--- config.mk ---
export PLATFORM = sky130hd
export DESIGN_NAME = a_feed_sequencer
export DESIGN_NICKNAME = d
export VERILOG_FILES = /design/src/rtl/lstm_accel_pkg.sv /design/src/rtl/a_feed_sequencer_fifo.sv /design/src/rtl/a_feed_sequencer.sv
export SDC_FILE = /design/constraint.sdc
export NUM_CORES = 1
export LEC_CHECK = 0
export CAP_MARGIN = 20
export CORE_ASPECT_RATIO = 1.2
export CORE_UTILIZATION = 30
export DETAILED_ROUTE_END_ITERATION = 10
export GPL_ROUTABILITY_DRIVEN = 0
export SLEW_MARGIN = 25
export SYNTH_ARGS = -nofsm -noshare
export SYNTH_HDL_FRONTEND = slang
export SYNTH_HIERARCHICAL = 1
export SYNTH_SLANG_ARGS = --single-unit
--- constraint.sdc ---
create_clock -name clk -period 2.7 [get_ports clk]
set_input_delay 0.405 -clock clk [delete_from_list [all_inputs] [get_ports clk]]
set_output_delay 0.405 -clock clk [all_outputs]
set_load 0.05 [all_outputs]
--- src/rtl/lstm_accel_pkg.sv ---
// Shared definitions for the LSTM accelerator's A-matrix feed path.
//   a_feed_state_t : sequencer FSM states
//   A_WORD_W       : width of one skewed diagonal word (8 rows x 8 bits)
//   WAVE_IDX_W     : width of the wave index sent to the extractor
//   num_waves(n)   : number of skewed waves for an n x n pass (2n-1)
package lstm_accel_pkg;

    localparam int A_WORD_W   = 64;
    localparam int WAVE_IDX_W = 4;

    typedef enum logic [1:0] {
        S_IDLE,
        S_ISSUE,
        S_WAIT,
        S_DRAIN
    } a_feed_state_t;

    function automatic int num_waves(input int n);
        return 2 * n - 1;
    endfunction

endpackage

--- src/rtl/a_feed_sequencer_fifo.sv ---
// a_feed_fifo: synchronous first-word-fall-through FIFO.
// The head entry is visible on 'head' whenever not_empty is high; it reads
// as all-zero while empty so downstream never sees stale storage.
// Ports:
//   clk, rst        clock, synchronous active-high reset
//   push, push_data write one entry (caller guarantees not full)
//   pop             retire the head entry (caller guarantees not empty)
//   head            current head entry
//   not_empty       FIFO holds at least one entry
//   count           number of entries held, 0..DEPTH
module a_feed_fifo #(
    parameter int DEPTH = 4,
    parameter int WIDTH = 65
) (
    input  logic                     clk,
    input  logic                     rst,
    input  logic                     push,
    input  logic [WIDTH-1:0]         push_data,
    input  logic                     pop,
    output logic [WIDTH-1:0]         head,
    output logic                     not_empty,
    output logic [$clog2(DEPTH):0]   count
);

    localparam int AW = $clog2(DEPTH);

    logic [WIDTH-1:0] mem [DEPTH];
    logic [AW-1:0]    wr_ptr;
    logic [AW-1:0]    rd_ptr;

    // Storage carries no reset; validity is tracked by count alone.
    always_ff @(posedge clk) begin
        if (push)
            mem[wr_ptr] <= push_data;
    end

    always_ff @(posedge clk) begin
        if (rst) begin
            wr_ptr <= '0;
            rd_ptr <= '0;
            count  <= '0;
        end else begin
            if (push)
                wr_ptr <= wr_ptr + 1'b1;
            if (pop)
                rd_ptr <= rd_ptr + 1'b1;
            case ({push, pop})
                2'b10:   count <= count + 1'b1;
                2'b01:   count <= count - 1'b1;
                default: count <= count;
            endcase
        end
    end

    assign not_empty = (count != '0);
    assign head      = not_empty ? mem[rd_ptr] : '0;

endmodule

--- src/rtl/a_feed_sequencer.sv ---
// a_feed_sequencer: walks the A-matrix extractor through every skewed wave
// (0 .. 2N-2) of one systolic pass, buffers each returned diagonal word in a
// small FWFT FIFO and streams it to the array's A-row input (valid/ready).
// Ports:
//   clk, rst                 clock, synchronous active-high reset
//   start / busy / done      pass request, pass in progress, end-of-pass pulse
//   ext_start / ext_cycle    extraction request and wave index to extractor
//   ext_a_flat / ext_valid   returned diagonal word and its strobe
//   a_tdata/a_tvalid/a_tready/a_tlast  downstream stream (tlast = last wave)
// Optional build macro A_FEED_PERF_EN adds stall_cycles and issue_stalls
// saturating performance counters.
module a_feed_sequencer
    import lstm_accel_pkg::*;
#(
    parameter int N          = 8,
    parameter int FIFO_DEPTH = 4
) (
    input  logic                  clk,
    input  logic                  rst,
    input  logic                  start,
    output logic                  busy,
    output logic                  done,
    output logic                  ext_start,
    output logic [WAVE_IDX_W-1:0] ext_cycle,
    input  logic [A_WORD_W-1:0]   ext_a_flat,
    input  logic                  ext_valid,
    output logic [A_WORD_W-1:0]   a_tdata,
    output logic                  a_tvalid,
    input  logic                  a_tready,
    output logic                  a_tlast
`ifdef A_FEED_PERF_EN
    ,
    output logic [15:0]           stall_cycles,
    output logic [15:0]           issue_stalls
`endif
);

    localparam int CW = $clog2(FIFO_DEPTH) + 1;
    localparam logic [WAVE_IDX_W-1:0] LAST_WAVE = WAVE_IDX_W'(num_waves(N) - 1);
    localparam logic [CW-1:0]         DEPTH_C   = CW'(FIFO_DEPTH);

    a_feed_state_t         state;
    logic [WAVE_IDX_W-1:0] wave_cnt;
    logic [CW-1:0]         fifo_count;
    logic [A_WORD_W:0]     head;
    logic                  push;
    logic                  pop;

    // Responses are only accepted while one is outstanding.
    assign push      = (state == S_WAIT) && ext_valid;
    assign pop       = a_tvalid && a_tready;
    assign ext_cycle = wave_cnt;

    a_feed_fifo #(
        .DEPTH (FIFO_DEPTH),
        .WIDTH (A_WORD_W + 1)
    ) u_fifo (
        .clk       (clk),
        .rst       (rst),
        .push      (push),
        .push_data ({wave_cnt == LAST_WAVE, ext_a_flat}),
        .pop       (pop),
        .head      (head),
        .not_empty (a_tvalid),
        .count     (fifo_count)
    );

    assign a_tdata = head[A_WORD_W-1:0];
    assign a_tlast = head[A_WORD_W];

    always_ff @(posedge clk) begin
        if (rst) begin
            state     <= S_IDLE;
            wave_cnt  <= '0;
            busy      <= 1'b0;
            done      <= 1'b0;
            ext_start <= 1'b0;
        end else begin
            done <= 1'b0;
            case (state)
                S_IDLE: begin
                    if (start) begin
                        wave_cnt <= '0;
                        busy     <= 1'b1;
                        state    <= S_ISSUE;
                    end
                end
                // Room is reserved before issuing, so the later push can
                // never land on a full FIFO.
                S_ISSUE: begin
                    if (fifo_count < DEPTH_C) begin
                        ext_start <= 1'b1;
                        state     <= S_WAIT;
                    end
                end
                S_WAIT: begin
                    ext_start <= 1'b0;
                    if (ext_valid) begin
                        if (wave_cnt == LAST_WAVE) begin
                            state <= S_DRAIN;
                        end else begin
                            wave_cnt <= wave_cnt + 1'b1;
                            state    <= S_ISSUE;
                        end
                    end
                end
                // Finish on the edge that retires the final word, so done
                // appears the cycle right after that pop.
                S_DRAIN: begin
                    if (fifo_count == '0 || (fifo_count == CW'(1) && pop)) begin
                        done  <= 1'b1;
                        busy  <= 1'b0;
                        state <= S_IDLE;
                    end
                end
                default: state <= S_IDLE;
            endcase
        end
    end

`ifdef A_FEED_PERF_EN
    always_ff @(posedge clk) begin
        if (rst || (state == S_IDLE && start)) begin
            stall_cycles <= '0;
            issue_stalls <= '0;
        end else begin
            if (busy && a_tvalid && !a_tready && stall_cycles != 16'hFFFF)
                stall_cycles <= stall_cycles + 16'd1;
            if (state == S_ISSUE && fifo_count >= DEPTH_C && issue_stalls != 16'hFFFF)
                issue_stalls <= issue_stalls + 16'd1;
        end
    end
`endif

    // A response strobe with no extraction outstanding is an extractor bug.
    a_ext_valid_in_wait: assert property (
        @(posedge clk) disable iff (rst) ext_valid |-> (state == S_WAIT)
    );

endmodule
==> metrics.log <==
INFO  metric insertedDiodeCount = 0
INFO  metric grt_max_degree = 42
INFO  metric crit_required = 2300 ps
INFO  metric antenna_violations_before_repair = 1
INFO  metric dp_hpwl = 13200 µm
INFO  metric worstSkewPairLatency = 540 ps
INFO  metric syn-mean-instance-area = 20.7 µm²
INFO  metric rr_worst_depth = 9
INFO  metric cts.htree.levels = 1
INFO  metric finish.cell_count_without_fillers = 1174
INFO  metric synth_largest_area_cell = sky130_fd_sc_hd__edfxtp_1
INFO  metric setup_viol_count_final = 0
INFO  metric vdd_drop_max = 0.000523 V
INFO  metric finalCriticalPeriod = 2590 ps
INFO  metric timing.final.max_slew_violations = 0
INFO  metric tritoncts = built
INFO  metric rsz0062_at_grt = false
INFO  metric setup_total_negative_slack = 0 ps
INFO  metric netlist_instances = 519
INFO  metric leakage_power = 4.47 nW
INFO  metric reg2reg_setup_slack = 530 ps
INFO  metric finalHoldViolations = 0
INFO  metric grt_first_pass_wirelength = 32900 µm
INFO  metric chipWidth = 175 µm
INFO  metric hold_start = ext_a_flat[21]
INFO  metric power-per-cell-area = 802 nW/µm²
INFO  metric worstHoldEndpoint = u_fifo/mem[2][21]
INFO  metric min_period_over_period = 95.9%
INFO  metric yosys.area_share.xor_xnor = 0.488%
INFO  metric io_buffer_count = 141
INFO  metric io-pin-count = 142
INFO  metric drt_wl_total = 21200 µm
INFO  metric drtAntennaViolNets = 0
INFO  metric synth.top_cell.area_share = 72.5%
INFO  metric drive_above_1_share = 28.9%
INFO  metric globalRoute.busiestLayer = met2
INFO  metric timing.critical_path.slowest_stage_cell = sky130_fd_sc_hd__clkdlybuf4s50_1
INFO  metric setup.worst_path.end_class = output pin
INFO  metric floorplan.rows = 75
INFO  metric setup.worst_path.start_class = flip-flop
INFO  metric synthMostInstantiatedCell = sky130_fd_sc_hd__edfxtp_1
INFO  metric yosys-top-cells-count = sky130_fd_sc_hd__edfxtp_1, sky130_fd_sc_hd__and2_1, sky130_fd_sc_hd__mux4_2, sky130_fd_sc_hd__dfxtp_1, sky130_fd_sc_hd__nor2_1
INFO  metric clock_path_buffers = 3
INFO  metric viasPerCell = 4.52
INFO  metric fin_skew = 5.66 ps
INFO  metric fraction_of_the_mapped_netlist_area_in_simple_logic_gates = 5.85%
INFO  metric groute.layer.met2.usage = 20.2%
INFO  metric synthesized_area_fraction_occupied_by_ao_oa_aoi_and_oai_cells = 0.988%
INFO  metric synth_top_flop_cell = sky130_fd_sc_hd__edfxtp_1
INFO  metric placed_cells = 1120
INFO  metric worstPathMaxFanout = 6
INFO  metric vias = 5302
INFO  metric max_cap_viol_count = 0
INFO  metric crit_path_cell_trace = or3_2 -> clkdlybuf4s50_1
INFO  metric fin_area = 13700 µm²
INFO  metric worst_r2r_endpoint = u_fifo/count[2]
INFO  metric max_freq = 386 MHz
INFO  metric drt_iter0_drc = 263
INFO  metric reg2reg_from = u_fifo/count[2]
INFO  metric fp.coreArea = 35200 µm²
INFO  metric synth.lib_cells_used.distinct = 34
INFO  metric yosysSeqAreaShare = 75.9%
INFO  metric vias_in_the_first_global_route = 5672
INFO  metric min_path_type = input port to flip-flop
INFO  metric drt-wirelength-per-cell = 18.0 µm
INFO  metric synth_adder_area_share = 1.00%
INFO  metric cp_slowest_stage_delay = 730 ps
INFO  metric clock_root_buffer_master = sky130_fd_sc_hd__clkbuf_16
INFO  metric initial_utilization = 30.6%
INFO  metric floorplan.die.height = 209 µm
INFO  metric synth.area.top_cells = sky130_fd_sc_hd__edfxtp_1, sky130_fd_sc_hd__mux4_2, sky130_fd_sc_hd__and2_1
INFO  metric criticalPathCategory = flip-flop to output pin
INFO  metric clkSinkCount = 278
INFO  metric clk_pin_slew = 60 ps
INFO  metric worst_slew_pin_slew = 512 ps
INFO  metric min_delay_path_depth = 1
INFO  metric final_nets = 767
INFO  metric route.detailed.drc = 0
INFO  metric run_status = finished, final reports clean
INFO  metric async_set_reset_flop_share_out_of_synthesis = 0%
INFO  metric area_delta_synth_final = 27.2%
INFO  metric synth_mux_area_share = 13.8%
INFO  metric synth-warning-count = 6
INFO  metric max_transition_margin = 65.8%
INFO  metric cts-resized-gates = 0
INFO  metric synth-seq-cells = 278
INFO  metric gr-usage-met1 = 14.8%
INFO  metric gr-usage-all-layers = 11.8%
INFO  metric placed_cell_area = 12700 µm²
INFO  metric firstDrtPassIters = 4
INFO  metric post_synth_instance_area = 10800 µm²
INFO  metric synth_edf_count = 260
INFO  metric worst-endpoint-arrival = 2190 ps
INFO  metric tritoncts.num_buffers = 28
INFO  metric dieArea = 36600 µm²
INFO  metric grt_remaining_overflow = 0
INFO  metric syn_nets = 596
INFO  metric largest_family_of_logic_cells_by_synthesized_area = multiplexers
INFO  metric gr-usage-met3 = 2.52%
where the power goes:
group	internal, W	switching (W)	total [W]
combinational	0.000875	0.00145	0.00232
sequential	0.00479	0.0000457	0.00483
clock	0.00229	0.00152	0.00381
total	0.00795	0.00302	0.0110
placed cells by master (no fill, tap or decap), types with 2 or more instances in the layout:
cell	netlist	layout
sky130_fd_sc_hd__dfxtp_4	0	2
sky130_fd_sc_hd__and2_1	69	65
sky130_fd_sc_hd__buf_4	0	79
sky130_fd_sc_hd__clkbuf_8	1	5
sky130_fd_sc_hd__clkdlybuf4s50_1	0	76
sky130_fd_sc_hd__clkbuf_16	0	29
sky130_fd_sc_hd__a31oi_1	2	2
sky130_fd_sc_hd__dfxtp_1	18	16
sky130_fd_sc_hd__o21ai_0	2	2
sky130_fd_sc_hd__buf_12	0	11
sky130_fd_sc_hd__xor2_1	4	4
sky130_fd_sc_hd__o211ai_1	3	3
sky130_fd_sc_hd__mux4_2	65	65
sky130_fd_sc_hd__or4_1	2	2
sky130_fd_sc_hd__nand4_1	2	2
sky130_fd_sc_hd__bufinv_16	0	2
sky130_fd_sc_hd__edfxtp_1	260	260
sky130_fd_sc_hd__clkbuf_1	9	8
sky130_fd_sc_hd__xnor2_1	2	2
sky130_fd_sc_hd__clkinv_1	0	4
sky130_fd_sc_hd__a211oi_1	2	2
sky130_fd_sc_hd__nand2_1	10	10
sky130_fd_sc_hd__a21oi_1	3	3
sky130_fd_sc_hd__inv_1	11	11
sky130_fd_sc_hd__nor3_1	3	3
sky130_fd_sc_hd__or3_1	4	3
sky130_fd_sc_hd__ha_1	7	7
sky130_fd_sc_hd__clkinv_2	0	2
sky130_fd_sc_hd__nor2_1	14	14
sky130_fd_sc_hd__and2_4	0	4
state kept, by name, summed over array words and instances, names as in the netlist, named ones only:
register,flops
busy,1
u_fifo/count,3
ext_start,1
state,2
u_fifo/rd_ptr,2
done,1
u_fifo/mem,260
ext_cycle,4
u_fifo/wr_ptr,2
per-stage QoR:
stage / worst slack (ps) / util (%) / power [W] / hold WS (ps)
final: 110 / 38.9 / 0.0110 / 491
after global routing: 32.6 / 38.9 / 0.0114 / 471
after CTS: 77.8 / 38.9 / 0.0112 / 462
after detailed placement: 352 / 36.2 / 0.00730 / 492
after global placement: 381 / 36.2 / 0.00729 / 475
after floorplan: 62.1 / - / 0.00653 / 485
timing repair:
action / in CTS / in global routing
hold buffers: 0 / 0
endpoints found under the hold margin: 0 / 0
setup endpoints to repair: 56 / 0
buffers inserted: 2 / 0
how the worst max path moves through the flow:
stage                          startpoint         endpoint  cells past startpoint
after CTS                 u_fifo/count[2]         a_tvalid                      2
after global placement           a_tready  u_fifo/count[2]                      9
after detailed placement         a_tready  u_fifo/count[2]                      9
after global routing      u_fifo/count[2]      a_tdata[45]                      4
after floorplan           u_fifo/count[2]  u_fifo/count[2]                     10
final                     u_fifo/count[2]         a_tvalid                      2
cell families after synthesis:
logic type,count (synthesis)
fa+ha+maj,8
buf+inv,36
simple gates,109
xor+xnor,6
compound gates,15
mux,67
flops,278
worst max-delay path: cells and delay by family, from the launching register on:
kind | cells | cell delay, ps
AND/OR/NAND/NOR | 1 | 550
flip-flops | 1 | 370
buffers and inverters | 1 | 730
final cells by class:
| cell class | count | area, µm² |
|---|---|---|
| fillers | 3206 | 21500 |
| clock buffers | 42 | 825 |
| flip-flops and latches | 278 | 8180 |
| well taps | 462 | 578 |
| clock inverters | 10 | 101 |
| multi-input cells | 205 | 2390 |
| inverters | 11 | 41.3 |
| repair buffers | 166 | 1570 |
metal layers:
metal | up-vias | wire, µm
met1 | 2723 | 8970
met5 | - | 13
li1 | 2404 | -
met3 | 33 | 1130
met4 | 2 | 451
met2 | 140 | 10600
Power figures use the tool's default switching activity.
